<file path="src/rtl/ccr_unit_pkg.sv">
// ccr_defs: ALU opcodes, flag bit indices and jump-condition encodings shared by
// the CCR stage, the ALU and the control unit.
`default_nettype none

package ccr_defs;

  localparam int CCR_FLAG_W = 3;
  localparam int CCR_OP_W   = 4;

  localparam int Z_B = 0;
  localparam int N_B = 1;
  localparam int C_B = 2;

  localparam logic [3:0] OP_NONE = 4'b0000;
  localparam logic [3:0] OP_SETC = 4'b0001;
  localparam logic [3:0] OP_CLRC = 4'b0010;
  localparam logic [3:0] OP_NOP  = 4'b0011;
  localparam logic [3:0] OP_NOT  = 4'b0100;
  localparam logic [3:0] OP_INC  = 4'b0101;
  localparam logic [3:0] OP_DEC  = 4'b0110;
  localparam logic [3:0] OP_MOV  = 4'b0111;
  localparam logic [3:0] OP_ADD  = 4'b1000;
  localparam logic [3:0] OP_SUB  = 4'b1001;
  localparam logic [3:0] OP_AND  = 4'b1010;
  localparam logic [3:0] OP_OR   = 4'b1011;
  localparam logic [3:0] OP_SHL  = 4'b1100;
  localparam logic [3:0] OP_SHR  = 4'b1101;
  localparam logic [3:0] OP_IN   = 4'b1110;
  localparam logic [3:0] OP_OUT  = 4'b1111;

  typedef enum logic [1:0] {
    COND_JMP = 2'b00,
    COND_JZ  = 2'b01,
    COND_JN  = 2'b10,
    COND_JC  = 2'b11
  } br_cond_e;

endpackage

`default_nettype wire

</file>
<file path="src/rtl/ccr_unit_if.sv">
// ccr_unit_if: EX-stage flag, jump and interrupt signals between the pipeline
// control (master) and the CCR stage (slave).
`default_nettype none

interface ccr_unit_if #(
  parameter int FLAG_W = 3,
  parameter int OP_W   = 4
);
  logic              ex_valid;
  logic [OP_W-1:0]   alu_operation;
  logic [FLAG_W-1:0] alu_flag;
  logic              stall;
  logic              flush;
  logic              br_valid;
  logic [1:0]        br_cond;
  logic              int_save;
  logic              rti_restore;
  logic [FLAG_W-1:0] ccr;
  logic [FLAG_W-1:0] ccr_fwd;
  logic              branch_taken;
  logic              saved_valid;
  logic              restore_err;

  modport master (
    output ex_valid, alu_operation, alu_flag, stall, flush,
           br_valid, br_cond, int_save, rti_restore,
    input  ccr, ccr_fwd, branch_taken, saved_valid, restore_err
  );

  modport slave (
    input  ex_valid, alu_operation, alu_flag, stall, flush,
           br_valid, br_cond, int_save, rti_restore,
    output ccr, ccr_fwd, branch_taken, saved_valid, restore_err
  );
endinterface

`default_nettype wire

</file>
<file path="src/rtl/ccr_unit_mask_dec.sv">
// ccr_mask_dec: combinational opcode -> flag update mask, bit order {C, N, Z}.
`default_nettype none

module ccr_mask_dec
  import ccr_defs::*;
#(
  parameter int FLAG_W = 3,
  parameter int OP_W   = 4
) (
  input  wire logic [OP_W-1:0]   op_i,
  output logic      [FLAG_W-1:0] mask_o
);

  always_comb begin
    mask_o = '0;
    case (op_i)
      OP_SETC, OP_CLRC: begin
        mask_o[C_B] = 1'b1;
      end
      OP_NOT, OP_DEC, OP_SUB, OP_AND, OP_OR: begin
        mask_o[Z_B] = 1'b1;
        mask_o[N_B] = 1'b1;
      end
      OP_INC, OP_ADD, OP_SHL, OP_SHR: begin
        mask_o[Z_B] = 1'b1;
        mask_o[N_B] = 1'b1;
        mask_o[C_B] = 1'b1;
      end
      default: mask_o = '0;
    endcase
  end

endmodule

`default_nettype wire

</file>
<file path="src/rtl/ccr_unit.sv">
// ccr_unit: condition-code register stage downstream of the ALU, with masked flag
// capture, forwarded jump resolution, taken-jump flag clear and a one-deep shadow.
`default_nettype none

module ccr_unit
  import ccr_defs::*;
#(
  parameter int FLAG_W = CCR_FLAG_W,
  parameter int OP_W   = CCR_OP_W
) (
  input wire logic clk,
  input wire logic rst_n,
  ccr_unit_if.slave bus
);

  logic [FLAG_W-1:0] ccr_q;
  logic [FLAG_W-1:0] shadow_q;
  logic              saved_valid_q;
  logic              restore_err_q;

  logic [FLAG_W-1:0] upd_mask;
  logic [FLAG_W-1:0] ccr_fwd;
  logic [FLAG_W-1:0] clr_mask;
  logic [FLAG_W-1:0] ccr_d;
  logic              upd;
  logic              cond_hit;
  logic              taken;

  ccr_mask_dec #(
    .FLAG_W (FLAG_W),
    .OP_W   (OP_W)
  ) u_mask_dec (
    .op_i   (bus.alu_operation),
    .mask_o (upd_mask)
  );

  always_comb begin
    upd      = bus.ex_valid & ~bus.flush & ~bus.stall;
    ccr_fwd  = upd ? ((ccr_q & ~upd_mask) | (bus.alu_flag & upd_mask)) : ccr_q;
    cond_hit = 1'b0;
    clr_mask = '0;
    case (bus.br_cond)
      COND_JMP: cond_hit = 1'b1;
      COND_JZ: begin
        cond_hit      = ccr_fwd[Z_B];
        clr_mask[Z_B] = 1'b1;
      end
      COND_JN: begin
        cond_hit      = ccr_fwd[N_B];
        clr_mask[N_B] = 1'b1;
      end
      COND_JC: begin
        cond_hit      = ccr_fwd[C_B];
        clr_mask[C_B] = 1'b1;
      end
      default: cond_hit = 1'b0;
    endcase
    taken = bus.br_valid & ~bus.stall & cond_hit;
    // The jump is younger than the ALU op, so its clear overrides a same-bit update.
    ccr_d = taken ? (ccr_fwd & ~clr_mask) : ccr_fwd;
  end

  always_ff @(posedge clk or negedge rst_n) begin
    if (!rst_n) begin
      ccr_q         <= '0;
      shadow_q      <= '0;
      saved_valid_q <= 1'b0;
      restore_err_q <= 1'b0;
    end else if (bus.stall) begin
      restore_err_q <= 1'b0;
    end else if (bus.rti_restore) begin
      if (saved_valid_q) begin
        ccr_q         <= shadow_q;
        saved_valid_q <= 1'b0;
        restore_err_q <= 1'b0;
      end else begin
        restore_err_q <= 1'b1;
      end
    end else begin
      ccr_q         <= ccr_d;
      restore_err_q <= 1'b0;
      if (bus.int_save) begin
        shadow_q      <= ccr_fwd;
        saved_valid_q <= 1'b1;
      end
    end
  end

  assign bus.ccr          = ccr_q;
  assign bus.ccr_fwd      = ccr_fwd;
  assign bus.branch_taken = taken;
  assign bus.saved_valid  = saved_valid_q;
  assign bus.restore_err  = restore_err_q;

endmodule

`default_nettype wire

</file>
<file path="src/flat_wrapper.sv">
// flat-port wrapper written by rule: the top's interface ports become plain ports
module ccr_unit_flat import ccr_defs::*;
#(
  parameter int FLAG_W = CCR_FLAG_W,
  parameter int OP_W   = CCR_OP_W
)
  (clk, rst_n, bus_ex_valid, bus_alu_operation, bus_alu_flag, bus_stall, bus_flush, bus_br_valid, bus_br_cond, bus_int_save, bus_rti_restore, bus_ccr, bus_ccr_fwd, bus_branch_taken, bus_saved_valid, bus_restore_err);
  ccr_unit_if #(.FLAG_W(FLAG_W), .OP_W(OP_W)) bus_i ();
  input wire logic clk;
  input wire logic rst_n;
  input wire logic [$bits(bus_i.ex_valid)-1:0] bus_ex_valid;
  input wire logic [$bits(bus_i.alu_operation)-1:0] bus_alu_operation;
  input wire logic [$bits(bus_i.alu_flag)-1:0] bus_alu_flag;
  input wire logic [$bits(bus_i.stall)-1:0] bus_stall;
  input wire logic [$bits(bus_i.flush)-1:0] bus_flush;
  input wire logic [$bits(bus_i.br_valid)-1:0] bus_br_valid;
  input wire logic [$bits(bus_i.br_cond)-1:0] bus_br_cond;
  input wire logic [$bits(bus_i.int_save)-1:0] bus_int_save;
  input wire logic [$bits(bus_i.rti_restore)-1:0] bus_rti_restore;
  output wire logic [$bits(bus_i.ccr)-1:0] bus_ccr;
  output wire logic [$bits(bus_i.ccr_fwd)-1:0] bus_ccr_fwd;
  output wire logic [$bits(bus_i.branch_taken)-1:0] bus_branch_taken;
  output wire logic [$bits(bus_i.saved_valid)-1:0] bus_saved_valid;
  output wire logic [$bits(bus_i.restore_err)-1:0] bus_restore_err;
  assign bus_i.ex_valid = bus_ex_valid;
  assign bus_i.alu_operation = bus_alu_operation;
  assign bus_i.alu_flag = bus_alu_flag;
  assign bus_i.stall = bus_stall;
  assign bus_i.flush = bus_flush;
  assign bus_i.br_valid = bus_br_valid;
  assign bus_i.br_cond = bus_br_cond;
  assign bus_i.int_save = bus_int_save;
  assign bus_i.rti_restore = bus_rti_restore;
  assign bus_ccr = bus_i.ccr;
  assign bus_ccr_fwd = bus_i.ccr_fwd;
  assign bus_branch_taken = bus_i.branch_taken;
  assign bus_saved_valid = bus_i.saved_valid;
  assign bus_restore_err = bus_i.restore_err;
  ccr_unit #(.FLAG_W(FLAG_W), .OP_W(OP_W)) u_core (.clk(clk), .rst_n(rst_n), .bus(bus_i));
endmodule
</file>
<file path="config.mk">
export PLATFORM = sky130hd
export DESIGN_NAME = ccr_unit_flat
export DESIGN_NICKNAME = d
export VERILOG_FILES = /design/src/rtl/ccr_unit_pkg.sv /design/src/rtl/ccr_unit_if.sv /design/src/rtl/ccr_unit_mask_dec.sv /design/src/rtl/ccr_unit.sv /design/src/flat_wrapper.sv
export SDC_FILE = /design/constraint.sdc
export NUM_CORES = 1
export LEC_CHECK = 0
export ABC_AREA = 1
export ABC_CLOCK_PERIOD_IN_PS = 1800
export CORE_UTILIZATION = 30
export CTS_CLUSTER_DIAMETER = 200
export DETAILED_ROUTE_END_ITERATION = 10
export GPL_TIMING_DRIVEN = 0
export HOLD_SLACK_MARGIN = 0.03
export PLACE_DENSITY = 0.73
export SYNTH_ARGS = -nofsm -noshare
export SYNTH_HDL_FRONTEND = slang
export SYNTH_HIERARCHICAL = 1
export SYNTH_SLANG_ARGS = --single-unit
</file>
<file path="constraint.sdc">
create_clock -name clk -period 1.8 [get_ports clk]
set_clock_uncertainty 0.2 [all_clocks]
set_input_delay 0.36 -clock clk [delete_from_list [all_inputs] [get_ports clk]]
set_output_delay 0.36 -clock clk [all_outputs]
set_load 0.03 [all_outputs]
</file>
==> reports/qor.csv <==
metric;value;unit
critical_path.max_stage_delay;0.19;ns
cts-hold-fix-buffers;0;
start_util;33.6;%
dr.max_layer_used;met4;
insertion_delay;0.25;ns
grt_pass1_vias;626;
grt_max_degree;9;
finalCritPeriodShare;122;%
cp_top_family;compound AO/OA/AOI/OAI gates;
ios;26;
worstMarginPinSlew;0.422;ns
final_antenna_net_count;0;
vias;734;
num_rows;15;
hold_path.class;primary input to register;
drc_errors;0;
fin_util;58.1;%
cp-end-kind;output port;
worstSetupPathType;primary input to output port;
cts_sinks;8;
relSlewSlack;71.8;%
die_h;47.2;µm
failed_checks;setup timing;
layout_commonest_cell;nand2_1;
p_leak;0.549;nW
fin_ws;-0.390;ns
preCtsSetupSlack;-1.37;ns
arrival;1.63;ns
max-clock-path-buffers;2;
maxSlewViolCount;0;
grt_pass1_wl;2570;µm
r2r-start;u_core/bus.ccr[1]$_DFFE_PN0P_;
first_iter_violations;11;
clock.fmax;457;MHz
tritoncts;yes;
wl_met2;906;µm
grtUsageTotal;16.8;%
cts_root_buf;clkbuf_4;
maxCapViolCount;0;
wl_per_cell;11.1;µm
fin_hold_ws;0.196;ns
port_buffers;24;
firstDrtPassIters;4;
crit_slowest_cell;o21a_1;
power_density;794;mW/mm²
netlist-cell-type-count;18;
total_power;0.840;mW
clk_pin_slew;0.05;ns
htree_levels;1;
cts_buffers;3;
met1_length;712;µm
critical_path_buf_inv_count;3;
synth_fp_nets;112;
cp_max_fo;3;
fin_crit;2.19;ns
dp_hpwl;1180;µm
rrSetupSlack;0.19;ns
min_from;bus_rti_restore;
wl_met3;95;µm
rsz0062_at_grt;yes;
drt-total-wl;1740;µm
crit_required;1.24;ns
status;finished with violations;
finalNonFillerCells;157;
synth_seq_cells;8;
grt-ovfl-total;0;
setup_violations;4;
place_congestion;0.767;
drive_above_1_share;39.4;%
cp-startpoint;bus_alu_operation[0];
antenna_found_initial;0;
drt-vias-per-instance;4.68;
core;0.00182;mm²
syn-cell-area;612;µm²
ys_seq_area_share;32.7;%
worstPathCellList;buf_6 -> o21a_1 -> o21ai_2 -> buf_4 -> nand2_2 -> o21ai_2 -> nand2_2 -> o21ai_4 -> nand2_1 -> nand3_2 -> and2_4 -> buf_6;
synth_warnings;6;
dpl.cell_count;144;
dieArea;0.00222;mm²
die_w;47.2;µm
area_growth;73.0;%
finalNetCount;151;
hold_viol;0;
layout_common_cells;nand2_1 (17), inv_1 (16), nand2_2 (11);
num_antenna_cells;0;
fillCellCount;181;
syn-mean-instance-area;6.44;µm²
syn_inst;95;
start_kind;primary input;
ir_drop;0.519;mV
stage by stage:
| step | setup TNS [ns] | area, µm² |
|---|---|---|
| 2_1_floorplan | -0.405 | 621 |
| 3_3_place_gp | -6.36 | 892 |
| 3_5_place_dp | -6.72 | 892 |
| 4_1_cts | -1.59 | 1000 |
| 5_1_grt | -1.28 | 1060 |
| 6_report | -0.837 | 1060 |
power by group:
| part | switching, mW | leakage [nW] | internal [mW] |
|---|---|---|---|
| sequential | 0.0263 | 0.0970 | 0.217 |
| combinational | 0.251 | 0.438 | 0.207 |
| clock | 0.0624 | 0.0138 | 0.0764 |
state kept, by name (all words and copies together) (netlist names):
register	count
u_core/bus.saved_valid	1
u_core/bus.restore_err	1
u_core/bus.ccr	3
u_core/shadow_q	3
final timing paths:
path	to	cells after the start
worst min register to register	u_core/bus.restore_err$_DFF_PN0_	1
worst max-delay path	bus_branch_taken	12
max in group asynchronous	u_core/bus.ccr[0]$_DFFE_PN0P_	1
worst max register to register	u_core/bus.ccr[1]$_DFFE_PN0P_	10
worst min-delay path	u_core/bus.restore_err$_DFF_PN0_	3
min in group asynchronous	u_core/shadow_q[2]$_DFFE_PN0P_	1
layout make-up:
class / count / area, µm² / area share, %
inverters: 20 / 77.6 / 7.33
plain buffers: 2 / 18.8 / 1.77
clock buffers: 3 / 22.5 / 2.13
multi-input cells: 65 / 382 / 36.1
repair buffers: 34 / 327 / 30.9
flip-flops and latches: 8 / 200 / 18.9
well taps: 25 / 31.3 / 2.96
worst min-delay path, delay by kind of cell:
| family | cells | cell delay (ns) |
|---|---|---|
| buffers and inverters | 2 | 0.19 |
| and+or+nand+nor | 1 | 0.05 |
Yosys cell counts:
cell type	number	share of area, %
nand2_1	24	15
inv_1	19	12
nor2_1	9	5.5
dfrtp_1	8	33
a21oi_1	7	5.7
o21ai_0	6	4.9
nand2_2	5	5.1
nand3_1	5	4.1
nand3_2	2	3.3
o21ai_2	2	2.9
a21oi_2	1	1.4
and2_2	1	1.2
buf_4	1	1.2
buf_6	1	1.8
inv_2	1	0.61
nor2_2	1	1.0
nor3_1	1	0.82
o21a_1	1	1.2
routing by layer:
layer / track usage [%] / up-vias
li1: - / 371
met1: 19.5 / 338
met2: 29.2 / 23
met3: 5.00 / 2
met4: 5.71 / 0
met5: 0 / -
cells by family (layout without fill, tap and decap cells):
logic type / Yosys count / in the layout / share of synthesized area [%]
buf+inv: 22 / 59 / 15.3
compound gates: 17 / 17 / 16.2
flops: 8 / 8 / 32.7
simple gates: 48 / 48 / 35.8
timing repair:
item                                    CTS  global route
pin swaps                                 8            17
hold endpoints to repair                  0             0
setup buffers                             9             5
endpoints found under the setup margin   13             7
gates cloned                              0             0
resized for setup                        61            18
Note: power is estimated with default switching activity, not from simulation.
